[src/rtl/alu_ctrl_pkg.sv]
// alu_ctrl_pkg
// Shared definitions for the ALU sharing controller and the ALU itself:
//   - 4-bit opcodes in the alu_opsel encoding
//   - controller state enum (IDLE, EXEC, DONE)
package alu_ctrl_pkg;

    localparam logic [3:0] OP_ADD   = 4'b0000;
    localparam logic [3:0] OP_SUB   = 4'b0011;
    localparam logic [3:0] OP_AND   = 4'b1000;
    localparam logic [3:0] OP_OR    = 4'b1001;
    localparam logic [3:0] OP_NOT   = 4'b1011;
    localparam logic [3:0] OP_XOR   = 4'b1010;
    localparam logic [3:0] OP_SHL   = 4'b1101;
    localparam logic [3:0] OP_PASS  = 4'b0100;
    localparam logic [3:0] OP_PASS2 = 4'b0110;
    localparam logic [3:0] OP_ZERO  = 4'b1111;

    typedef enum logic [1:0] {
        IDLE = 2'd0,
        EXEC = 2'd1,
        DONE = 2'd2
    } ctrl_state_t;

endpackage

[src/rtl/alu_32bit.sv]
// alu_32bit
// Single-pass 32-bit combinational ALU. SHL shifts reg_1 left by exactly one
// bit; multi-bit shifts are built by the controller from repeated passes.
// Ports:
//   reg_1     : in  [31:0] operand A
//   reg_2     : in  [31:0] operand B
//   alu_opsel : in  [3:0]  opcode (alu_ctrl_pkg encoding)
//   alu_out   : out [31:0] result; unknown opcodes give 0
module alu_32bit
    import alu_ctrl_pkg::*;
(
    input  logic [31:0] reg_1,
    input  logic [31:0] reg_2,
    input  logic [3:0]  alu_opsel,
    output logic [31:0] alu_out
);

    always_comb begin
        alu_out = 32'h0;
        case (alu_opsel)
            OP_ADD:   alu_out = reg_1 + reg_2;
            OP_SUB:   alu_out = reg_1 - reg_2;
            OP_AND:   alu_out = reg_1 & reg_2;
            OP_OR:    alu_out = reg_1 | reg_2;
            OP_NOT:   alu_out = ~reg_1;
            OP_XOR:   alu_out = reg_1 ^ reg_2;
            OP_SHL:   alu_out = {reg_1[30:0], 1'b0};
            OP_PASS:  alu_out = reg_1;
            OP_PASS2: alu_out = reg_1;
            OP_ZERO:  alu_out = 32'h0;
            default:  alu_out = 32'h0;
        endcase
    end

endmodule

[src/rtl/alu_share_ctrl.sv]
// alu_share_ctrl
// Shares one alu_32bit between two requesters. One command is in flight at a
// time; grants are round-robin. SHL by N runs N one-bit passes through the ALU.
// Ports:
//   clk, rst_n         : clock, asynchronous active-low reset
//   req_valid/ready    : per-requester command handshake (ready is one-hot or 0)
//   req_op/a/b/shamt   : per-requester command fields
//   res_valid/ready    : result handshake
//   res_data, res_id   : result and the index of the issuing requester
//   busy               : high whenever the controller is not IDLE
//   dbg_state          : current controller state
// Handshakes: a transfer happens on a rising clk edge where valid and ready are
// both high. A source holds valid and its payload stable until the transfer;
// res_valid is never withdrawn before res_ready.
module alu_share_ctrl
    import alu_ctrl_pkg::*;
#(
    parameter int SHAMT_W = 5
) (
    input  logic                     clk,
    input  logic                     rst_n,
    input  logic [1:0]               req_valid,
    output logic [1:0]               req_ready,
    input  logic [1:0][3:0]          req_op,
    input  logic [1:0][31:0]         req_a,
    input  logic [1:0][31:0]         req_b,
    input  logic [1:0][SHAMT_W-1:0]  req_shamt,
    output logic                     res_valid,
    input  logic                     res_ready,
    output logic [31:0]              res_data,
    output logic                     res_id,
    output logic                     busy,
    output ctrl_state_t              dbg_state
);

    ctrl_state_t        state;
    logic [3:0]         op_q;
    logic [31:0]        acc;
    logic [31:0]        b_q;
    logic [SHAMT_W-1:0] cnt;
    logic               last;
    logic               grant;
    logic               accept;
    logic [3:0]         alu_sel;
    logic [31:0]        alu_out;

    // Tie goes to the requester not served last; otherwise whoever is valid.
    function automatic logic rr_grant(input logic [1:0] valid, input logic last_g);
        if (valid == 2'b11)
            return !last_g;
        else
            return valid[1];
    endfunction

    assign grant = rr_grant(req_valid, last);

    // Ready is gated by rst_n so nothing is accepted while reset is held.
    always_comb begin
        req_ready = 2'b00;
        if (state == IDLE && rst_n)
            req_ready = req_valid & (grant ? 2'b10 : 2'b01);
    end

    assign accept = |req_ready;

    // A zero-length shift must still produce a once through the ALU.
    assign alu_sel = (op_q == OP_SHL && cnt == '0) ? OP_PASS : op_q;

    alu_32bit u_alu (
        .reg_1     (acc),
        .reg_2     (b_q),
        .alu_opsel (alu_sel),
        .alu_out   (alu_out)
    );

    always_ff @(posedge clk or negedge rst_n) begin
        if (!rst_n) begin
            state     <= IDLE;
            op_q      <= 4'h0;
            acc       <= 32'h0;
            b_q       <= 32'h0;
            cnt       <= '0;
            last      <= 1'b1;
            res_valid <= 1'b0;
            res_data  <= 32'h0;
            res_id    <= 1'b0;
            busy      <= 1'b0;
        end else begin
            case (state)
                IDLE: begin
                    if (accept) begin
                        op_q   <= req_op[grant];
                        acc    <= req_a[grant];
                        b_q    <= req_b[grant];
                        cnt    <= req_shamt[grant];
                        res_id <= grant;
                        last   <= grant;
                        busy   <= 1'b1;
                        state  <= EXEC;
                    end
                end
                EXEC: begin
                    if (op_q == OP_SHL && cnt > SHAMT_W'(1)) begin
                        acc <= alu_out;
                        cnt <= cnt - SHAMT_W'(1);
                    end else begin
                        res_data  <= alu_out;
                        res_valid <= 1'b1;
                        state     <= DONE;
                    end
                end
                DONE: begin
                    if (res_ready) begin
                        res_valid <= 1'b0;
                        busy      <= 1'b0;
                        state     <= IDLE;
                    end
                end
                default: state <= IDLE;
            endcase
        end
    end

    assign dbg_state = state;

endmodule

[config.mk]
export PLATFORM = sky130hd
export DESIGN_NAME = alu_share_ctrl
export DESIGN_NICKNAME = d
export VERILOG_FILES = /design/src/rtl/alu_ctrl_pkg.sv /design/src/rtl/alu_32bit.sv /design/src/rtl/alu_share_ctrl.sv
export SDC_FILE = /design/constraint.sdc
export NUM_CORES = 1
export LEC_CHECK = 0
export CORE_MARGIN = 2
export CORE_UTILIZATION = 45
export CTS_CLUSTER_SIZE = 30
export DETAILED_ROUTE_END_ITERATION = 8
export PLACE_DENSITY = 0.76
export SLEW_MARGIN = 5
export SYNTH_ARGS = -nofsm -noshare
export SYNTH_HDL_FRONTEND = slang
export SYNTH_SLANG_ARGS = --single-unit
[constraint.sdc]
create_clock -name clk -period 5.1 [get_ports clk]
set_input_delay 1.02 -clock clk [delete_from_list [all_inputs] [get_ports clk]]
set_output_delay 1.02 -clock clk [all_outputs]
set_load 0.02 [all_outputs]
==> run summary, run 1 <==
GR Layer Usage met3 = 5.92%
DR DRC count = 0
RSZ-0062 raised after global routing = false
Via Count = 9,572
clock-pin slew on the worst setup and hold paths = 0.08 ns
largest family of logic cells by synthesized area = compound AO/OA/AOI/OAI gates
met2 usage = 40.7%
Post-Synth XOR/XNOR Area = 4.85%
Die ar. = 23,300 µm²
Post-Syn Area per Cell = 8.45 µm²
GPL Wtd Cong = 0.960
Core Area = 21,800 µm²
DRT Pass-1 Iters = 8
Fin. Hold Viols = 0
all-layer global routing usage = 26.2%
Post-synth EDFFs = 0
Final Skew = 0.0161 ns
met1 Use GR = 36.7%
Yosys reg bits = 111
Top FF cell, synth = dfrtp_1
vias in the first global route = 9,300
CTS tree = built
layout cells sized above 1 = 6.15%
post-CTS setup buffer count = 0
io pins = 190
gr busiest metal = met2
number of DRC markers in iteration 0 = 999
MaxCap Viol Count = 0
Post-DP HPWL = 21,900 µm
Final ANT Viol Nets = 0
worst-path fanout max = 7
DR vias/cell = 5.99
mux cell area share after synthesis = 7.22%
Distinct cells, synth = 86
Post-Synth Adder-Cell Area = 12.6%
commonest cells after routing, fill and taps aside = 188 x clkdlybuf4s50_1, 132 x a21oi_1, 110 x dfrtp_1, 106 x nor2_1, 106 x nand2_1
CP startpoint kind = flop
Mapped Nets = 1,424
Die W = 153 µm
worst hold path class = flop to flop
Worst Path Required = 5.33 ns
Final nets = 1,563
WP data arrival = 4.31 ns
period utilization = 79.9%
CP Class = flop to flop
clock sinks = 111
Worst slew margin = 22.0%
worst path bufs/invs = 0
gr ovfl total = 0
clk_lat worst skew = 0.38 ns
Setup crit end kind = flop
Pwr Total = 9.06 mW
port bufs = 189
setup TNS = 0 ns
CTS Root Buffer Type = clkbuf_16
maximum VDD drop = 0.306 mV
largest net degree at the start of global routing = 74
crit-path max cell delay = 0.46 ns
hold slack = 0.497 ns
Die Ht = 153 µm
Diodes inserted = 0
PwrDens = 740 nW/µm²
Post-Synth Simple-Gate Area = 15.0%
worst-case clock buffer depth = 2
Cells after Synth = 1,174
post-CTS sizing = 0
worst path cell trace = nor4_4 > nand2_2 > nor3_4 > nand3_1 > o21ai_0 > xnor2_1 > ha_1 > a21oi_1 > o21ai_0 > or4_1 > a31oi_1 > o21a_1 > o41ai_2 > xor2_1 > a21oi_1 > o221ai_1
Wirelength per Cell = 19.1 µm
run status = complete, no violations
slew of the pin with the lowest slew margin = 1.17 ns
commonest non-fill, non-tap cell in the layout = clkdlybuf4s50_1
Slowest-stage cell, CP = dfrtp_1
initial antenna violation count = 1
crit-path leading delay family = compound AO/OA/AOI/OAI gates
Yosys Warn Count = 0
max-slew violations = 0
Cell Area, Synth = 9930 µm²
asr flop ratio synth = 100%
H-tree depth = 3
Seq/Total Area, Yosys = 28.0%
Post-CTS Hold Fix Bufs = 0
Leak = 5.25 nW
Max Clk Rate = 245 MHz
first-pass GRT wire length = 49,300 µm
area grow syn2layout = 23.3%
Min Clock Period, post-route = 4.08 ns
final count of negative-setup-slack endpoints = 0
row count = 54
WL final = 30,500 µm
complex-gate fraction of the synthesized area = 25.5%
CTS buffer count = 9
initial core utilization = 45.6%
path summary, 6_finish.rpt:
path	from	to	slack [ns]	depth (start not counted)
setup / recovery	b_q[4]$_DFFE_PN0P_	acc[29]$_DFFE_PN0P_	1.02	16
hold / removal	res_id$_DFFE_PN0P_	res_id$_DFFE_PN0P_	0.50	1
setup reg to reg	b_q[4]$_DFFE_PN0P_	acc[29]$_DFFE_PN0P_	1.02	16
hold reg to reg	res_id$_DFFE_PN0P_	res_id$_DFFE_PN0P_	0.50	1
max in group asynchronous	rst_n	b_q[20]$_DFFE_PN0P_	2.98	3
min in group asynchronous	rst_n	acc[22]$_DFFE_PN0P_	0.82	2
registers in the layout, indices dropped and copies added (netlist names):
| signal | cells |
|---|---|
| res_valid | 1 |
| b_q | 32 |
| busy | 1 |
| res_data | 32 |
| last | 1 |
| cnt | 5 |
| dbg_state | 2 |
| op_q | 4 |
| acc | 32 |
| res_id | 1 |
worst reg2reg max path: stages (launching register included):
cell	delay [ns]
dfrtp_1	0.46
nor4_4	0.35
nand2_2	0.14
nor3_4	0.26
nand3_1	0.14
o21ai_0	0.26
xnor2_1	0.16
ha_1	0.34
a21oi_1	0.18
o21ai_0	0.18
or4_1	0.47
a31oi_1	0.19
o21a_1	0.14
o41ai_2	0.08
xor2_1	0.17
a21oi_1	0.25
o221ai_1	0.16
per-layer routing:
layer  vias up  routed length, µm  part of all wire [%]
met5         -                  0                     0
met4         0                616                   2.0
met3        53               2770                   9.1
met2       458              13500                    44
met1      4521              13600                    45
li1       4540                  -                     -
area by class of cell:
cell class | instances | area (µm²)
tap | 280 | 350
clock buffer | 9 | 225
inverter | 73 | 284
fill | 2050 | 9510
multi-input combinational | 917 | 6520
timing repair buffer | 201 | 1990
clock inverter | 7 | 90.1
sequential | 111 | 2780
kinds of logic after synthesis:
kind of cell               after synthesis
DFF                                    111
buffers and inverters                  146
xor gates and xnor gates                55
and+or+nand+nor                        317
AOI/OAI and AO/OA                      375
muxes                                   71
adders and majority gates               99
through the flow:
| step | worst slack (ns) | util [%] | instances | instance area [µm²] |
|---|---|---|---|---|
| global route | 0.692 | 56.3 | 1598 | 12200 |
| detailed placement | 1.19 | 54.8 | 1582 | 11900 |
| floorplan | 1.60 | - | 1174 | 9930 |
| finish | 1.02 | 56.3 | 1598 | 12200 |
| global placement | 1.27 | 54.8 | 1582 | 11900 |
| CTS | 1.05 | 56.3 | 1598 | 12200 |
synthesized netlist by cell type (all sizes together) (3+ instances only):
cell	number	share of area (%)
a21o	7	0.53
nor2	108	4.1
nand2	107	4.1
xor2	12	1.1
o21a	6	0.45
nor3	13	0.93
o41ai	4	0.43
a22o	6	0.53
o21ai	57	3.0
nand2b	15	0.95
inv	71	2.8
mux2i	66	6.7
ha	98	12
a31oi	17	1.2
a221oi	20	1.8
o22ai	34	2.1
o31ai	9	0.73
a21oi	135	6.9
and2	5	0.32
a221o	27	2.7
o211ai	6	0.55
a211o	3	0.26
buf	34	1.8
clkbuf	39	2.2
nor3b	3	0.28
xnor2	43	3.8
nor4	3	0.40
o2111ai	7	0.62
mux2	5	0.57
nand4	9	0.72
nand3	30	1.6
a22oi	5	0.38
nor2b	8	0.50
and3	6	0.38
a211oi	9	0.98
dfrtp	110	28
o221ai	7	0.62
power by group:
group	total (mW)	internal [mW]	switching, mW
combinational	6.33	2.60	3.73
clock	0.771	0.392	0.379
sequential	1.97	1.32	0.642
Power figures use the tool's default switching activity.
==> run 2, diff against run 1 <==
--- a/config.mk
+++ b/config.mk
@@ -9,7 +9,7 @@
 export CORE_UTILIZATION = 45
 export CTS_CLUSTER_SIZE = 30
 export DETAILED_ROUTE_END_ITERATION = 8
-export PLACE_DENSITY = 0.76
+export PLACE_DENSITY = 0.78
 export SLEW_MARGIN = 5
 export SYNTH_ARGS = -nofsm -noshare
 export SYNTH_HDL_FRONTEND = slang
==> constraint.sdc (replaced) <==
create_clock -name clk -period 3.5 [get_ports clk]
set_input_delay 0.7 -clock clk [delete_from_list [all_inputs] [get_ports clk]]
set_output_delay 0.7 -clock clk [all_outputs]
set_load 0.02 [all_outputs]
==> run summary, run 2 (same netlist as run 1, synthesis figures left out) <==
Final ANT Viol Nets = 0
Leak = 6.13 nW
commonest non-fill, non-tap cell in the layout = clkdlybuf4s50_1
Post-CTS Hold Fix Bufs = 0
pre-CTS setup slack = -0.233 ns
Placed Instance Area = 12,900 µm²
layout cells sized above 1 = 20.0%
worst path bufs/invs = 1
initial core utilization = 45.6%
CTS tree = built
vias in the first global route = 9,890
clk_lat worst skew = 0.37 ns
RSZ-0062 raised after global routing = true
Via Count = 10,500
maximum VDD drop = 0.548 mV
initial antenna violation count = 0
Final nets = 1,718
Top Registers = acc x32, b_q x32, res_data x32
GPL Wtd Cong = 0.991
Core Area = 21,800 µm²
Setup crit end kind = flop
Fin. Hold Viols = 0
max-slew violations = 0
Worst Path Required = 3.73 ns
DR vias/cell = 5.97
Die W = 153 µm
CP Class = flop to flop
slew of the pin with the lowest slew margin = 0.964 ns
CTS buffer count = 9
final count of negative-setup-slack endpoints = 10
WP data arrival = 3.85 ns
MaxCap Viol Count = 0
WL final = 33,800 µm
Die Ht = 153 µm
port bufs = 189
run status = complete, but fails checks
utilization after layout = 63.5%
Wirelength per Cell = 19.3 µm
H-tree depth = 3
period utilization = 103%
Post-DP HPWL = 25,100 µm
all-layer global routing usage = 27.9%
PwrDens = 1180 nW/µm²
crit-path max cell delay = 0.43 ns
row count = 54
commonest cells after routing, fill and taps aside = 188 x clkdlybuf4s50_1, 158 x buf_4, 115 x a21oi_1, 110 x dfrtp_1, 102 x nor2_1
Diodes inserted = 0
crit-path leading delay family = simple AND/OR/NAND/NOR gates
failing checks = setup timing
number of DRC markers in iteration 0 = 1,013
gr ovfl total = 0
clock-pin slew on the worst setup and hold paths = 0.08 ns
Worst slew margin = 35.6%
Max Clk Rate = 276 MHz
Post-Layout Inst Area = 13,800 µm²
area grow syn2layout = 39.2%
first-pass GRT wire length = 52,300 µm
io pins = 190
DRT Pass-1 Iters = 6
cell repeated most along the worst path = a31oi_1
clock sinks = 111
CTS Root Buffer Type = clkbuf_16
worst-path fanout max = 3
filler cell count = 1,893
worst path cell trace = inv_1 > nand4_1 > nor2_4 > nand3_4 > nor4_4 > a31oi_1 > xnor2_1 > ha_1 > nand2_1 > o21ai_2 > or4_4 > a31oi_1 > o21a_1 > o41ai_4 > xor2_1 > a21oi_2 > o221ai_1
Die ar. = 23,300 µm²
largest net degree at the start of global routing = 74
worst-case clock buffer depth = 2
worst hold path class = input pin to asynchronous set/reset pin
Min Clock Period, post-route = 3.62 ns
Final Skew = 0.0140 ns
worst setup margin = -0.121 ns
DR DRC count = 0
CP startpoint kind = flop
hold slack = 0.436 ns
Slowest-stage cell, CP = or4_4
[run 2: cell count changes in the layout (fill, tap and decap cells not counted), moves of 6 or more]
| cell | delta |
|---|---|
| buf_4 | +146 |
| a21oi_1 | -17 |
| a21oi_2 | +15 |
| o21ai_0 | -12 |
| buf_6 | +10 |
| o21ai_1 | +6 |
[run 2: final cells by class]
class | instances | area, µm² | share of cell area, %
multi-input cells | 917 | 6900 | 50.0
repair buffers | 356 | 3180 | 23.0
flip-flops and latches | 111 | 2780 | 20.1
well taps | 280 | 350 | 2.54
inverters | 73 | 284 | 2.06
clock buffers | 11 | 253 | 1.83
clock inverters | 5 | 63.8 | 0.462
[run 2: path summary, 6_finish.rpt]
kind	start	to	slack (ns)	cells after the start
worst max-delay path	b_q[7]$_DFFE_PN0P_	acc[29]$_DFFE_PN0P_	-0.12	17
worst min-delay path	rst_n	res_id$_DFFE_PN0P_	0.44	2
worst max register to register	b_q[7]$_DFFE_PN0P_	acc[29]$_DFFE_PN0P_	-0.12	17
worst min register to register	res_id$_DFFE_PN0P_	res_id$_DFFE_PN0P_	0.50	1
max in group asynchronous	rst_n	res_data[23]$_DFFE_PN0P_	1.77	3
min in group clk	res_id$_DFFE_PN0P_	res_id$_DFFE_PN0P_	0.50	1
[run 2: power by group]
group	internal, mW	total, mW	switching [mW]
Sequential	1.93	2.75	0.819
Clock	0.603	1.13	0.525
Combinational	5.72	12.4	6.63
Total	8.26	16.2	7.98
[run 2: timing repair]
action                                  in CTS  in global routing
pin swaps                                    5                 37
setup buffers                                5                 14
endpoints found under the setup margin      16                 36
cloned                                       0                  0
resized for setup                           18                 82
endpoints found under the hold margin        0                  0
[run 2: per-stage QoR]
stage / instances / total power, mW / TNS, ns
2_1_floorplan: 1174 / 9.34 / -0.00408
5_1_grt: 1753 / 17.4 / -4.92
3_3_place_gp: 1718 / 13.3 / -0.419
4_1_cts: 1739 / 14.9 / -0.0402
3_5_place_dp: 1718 / 13.6 / -1.65
6_report: 1753 / 16.2 / -0.632
[run 2: worst register-to-register path, cell delays in order, from the launching register on]
cell	delay [ns]
dfrtp_1	0.39
inv_1	0.08
nand4_1	0.22
nor2_4	0.25
nand3_4	0.14
nor4_4	0.25
a31oi_1	0.15
xnor2_1	0.19
ha_1	0.27
nand2_1	0.10
o21ai_2	0.09
or4_4	0.43
a31oi_1	0.19
o21a_1	0.17
o41ai_4	0.09
xor2_1	0.16
a21oi_2	0.17
o221ai_1	0.14
[run 2: routing by layer]
layer,GRT usage (%),part of all wire (%),wire length [µm]
met2,42.4,44,14700
met5,0,0,0
met3,6.68,11,3560
met4,8.25,2.0,684
met1,39.7,44,14800
==> run 3, diff against run 2 <==
--- a/config.mk
+++ b/config.mk
@@ -7,6 +7,7 @@
 export LEC_CHECK = 0
 export CORE_MARGIN = 2
 export CORE_UTILIZATION = 45
+export CTS_BUF_LIST = sky130_fd_sc_hd__clkbuf_8
 export CTS_CLUSTER_SIZE = 30
 export DETAILED_ROUTE_END_ITERATION = 8
 export PLACE_DENSITY = 0.78
@@ -14,3 +15,4 @@
 export SYNTH_ARGS = -nofsm -noshare
 export SYNTH_HDL_FRONTEND = slang
 export SYNTH_SLANG_ARGS = --single-unit
+export TNS_END_PERCENT = 5
==> run summary, run 3 (same netlist as run 1, synthesis figures left out) <==
PwrDens = 1140 nW/µm²
Fin. Hold Viols = 0
worst setup margin = -0.0788 ns
largest net degree at the start of global routing = 74
commonest non-fill, non-tap cell in the layout = clkdlybuf4s50_1
placed cell count = 1,718
max-slew violations = 0
CP startpoint kind = flop
WL final = 33,100 µm
vias in the first global route = 9,800
Post-Layout Cell Count = 1,735
area grow syn2layout = 33.9%
io pins = 190
worst-path fanout max = 5
initial core utilization = 45.6%
worst hold path class = input pin to asynchronous set/reset pin
gr busiest metal = met2
DR DRC count = 0
clock sinks = 111
DR vias/cell = 5.89
Core Area = 21,800 µm²
Wirelength per Cell = 19.1 µm
commonest cells after routing, fill and taps aside = 188 x clkdlybuf4s50_1, 150 x buf_4, 124 x a21oi_1, 110 x dfrtp_1, 106 x nand2_1
Final nets = 1,700
first-pass GRT wire length = 52,000 µm
number of DRC markers in iteration 0 = 959
port bufs = 189
Post-CTS Hold Fix Bufs = 0
period utilization = 102%
Via Count = 10,200
layout cells sized above 1 = 16.9%
CTS buffer count = 9
Die Ht = 153 µm
maximum VDD drop = 0.577 mV
Diodes inserted = 0
met1 Use GR = 39.6%
Worst Path Required = 3.77 ns
CTS Root Buffer Type = clkbuf_8
Top Registers = acc x32, b_q x32, res_data x32
GR Layer Usage met3 = 7.03%
Leak = 5.89 nW
H-tree depth = 3
worst-case clock buffer depth = 2
MaxCap Viol Count = 0
CP Class = flop to flop
WP data arrival = 3.84 ns
row count = 54
Max Clk Rate = 279 MHz
run status = complete, but fails checks
Final Skew = 0.0234 ns
CTS tree = built
Final ANT Viol Nets = 0
all-layer global routing usage = 27.7%
Min Clock Period, post-route = 3.58 ns
filler cell count = 1,981
Worst slew margin = 35.5%
Setup crit end kind = flop
slew of the pin with the lowest slew margin = 0.965 ns
GPL Wtd Cong = 0.991
clk_lat worst skew = 0.40 ns
met2 usage = 42.1%
RSZ-0062 raised after global routing = true
gr ovfl total = 0
final count of negative-setup-slack endpoints = 8
initial antenna violation count = 0
failing checks = setup timing
pre-CTS setup slack = -0.233 ns
Post-DP HPWL = 25,100 µm
DRT Pass-1 Iters = 5
FF-to-FF setup slack = -0.08 ns
Die W = 153 µm
clock-pin slew on the worst setup and hold paths = 0.13 ns
Die ar. = 23,300 µm²
-- run 3: cell count changes in the layout (fill, tap and decap cells not counted), sizes merged --
cell and change:
buf -18
-- run 3: worst paths after layout --
path                                     from                       end  depth (start not counted)
max in group asynchronous               rst_n  res_data[23]$_DFFE_PN0P_                          3
min reg2reg                res_id$_DFFE_PN0P_        res_id$_DFFE_PN0P_                          1
min in group clk           res_id$_DFFE_PN0P_        res_id$_DFFE_PN0P_                          1
max                        b_q[4]$_DFFE_PN0P_       acc[31]$_DFFE_PN0P_                         17
max reg2reg                b_q[4]$_DFFE_PN0P_       acc[31]$_DFFE_PN0P_                         17
min                                     rst_n        res_id$_DFFE_PN0P_                          2
-- run 3: area by class of cell --
type | instances | area (µm²) | share of cell area [%]
clock buffers | 11 | 151 | 1.14
clock inverters | 5 | 63.8 | 0.480
inverters | 73 | 284 | 2.14
multi-input cells | 917 | 6650 | 50.1
flip-flops and latches | 111 | 2780 | 20.9
well taps | 280 | 350 | 2.64
repair buffers | 338 | 3010 | 22.6
-- run 3: per-stage QoR --
| step | setup TNS (ns) | hold WS [ns] | total power [mW] | cell area (µm²) | utilization (%) |
|---|---|---|---|---|---|
| after global routing | -4.99 | 0.441 | 16.2 | 13300 | 61.1 |
| final | -0.294 | 0.386 | 15.1 | 13300 | 61.1 |
| after detailed placement | -1.65 | 0.493 | 13.6 | 12900 | 59.4 |
| after CTS | -0.233 | 0.409 | 14.6 | 13200 | 60.6 |
| after floorplan | -0.00408 | 0.404 | 9.34 | 9930 | - |
| after global placement | -0.419 | 0.472 | 13.3 | 12900 | 59.4 |
-- run 3: worst max-delay path, cell delays in order (launching register included) --
cell and delay, ns:
dfrtp_1 0.42, nor4_4 0.34, nand2_2 0.14, nor3_4 0.18, buf_4 0.19, nand4_4 0.12, buf_4 0.19, o31ai_1 0.24
xnor2_1 0.16, ha_1 0.32, nand2_1 0.12, nand2_1 0.05, a21o_1 0.17, a21oi_1 0.18, a31oi_2 0.08, xnor2_1 0.16
a221oi_2 0.26, o221ai_1 0.14
-- run 3: timing repair --
item,4_1_cts,5_1_grt
cloned,0,0
setup buffers,0,1
resized for setup,15,27
pin swaps,4,5
setup endpoints to repair,16,37
-- run 3: per-layer routing --
metal	routed length (µm)	up-vias	part of all wire, %
li1	-	4814	-
met1	14500	4861	44
met2	14400	502	44
met3	3520	47	11
met4	627	0	1.9
met5	0	-	0
-- run 3: power breakdown --
group | total, mW | internal (mW) | switching [mW]
Combinational | 11.5 | 5.23 | 6.26
Sequential | 2.73 | 1.93 | 0.803
Clock | 0.872 | 0.379 | 0.493
Total | 15.1 | 7.54 | 7.56
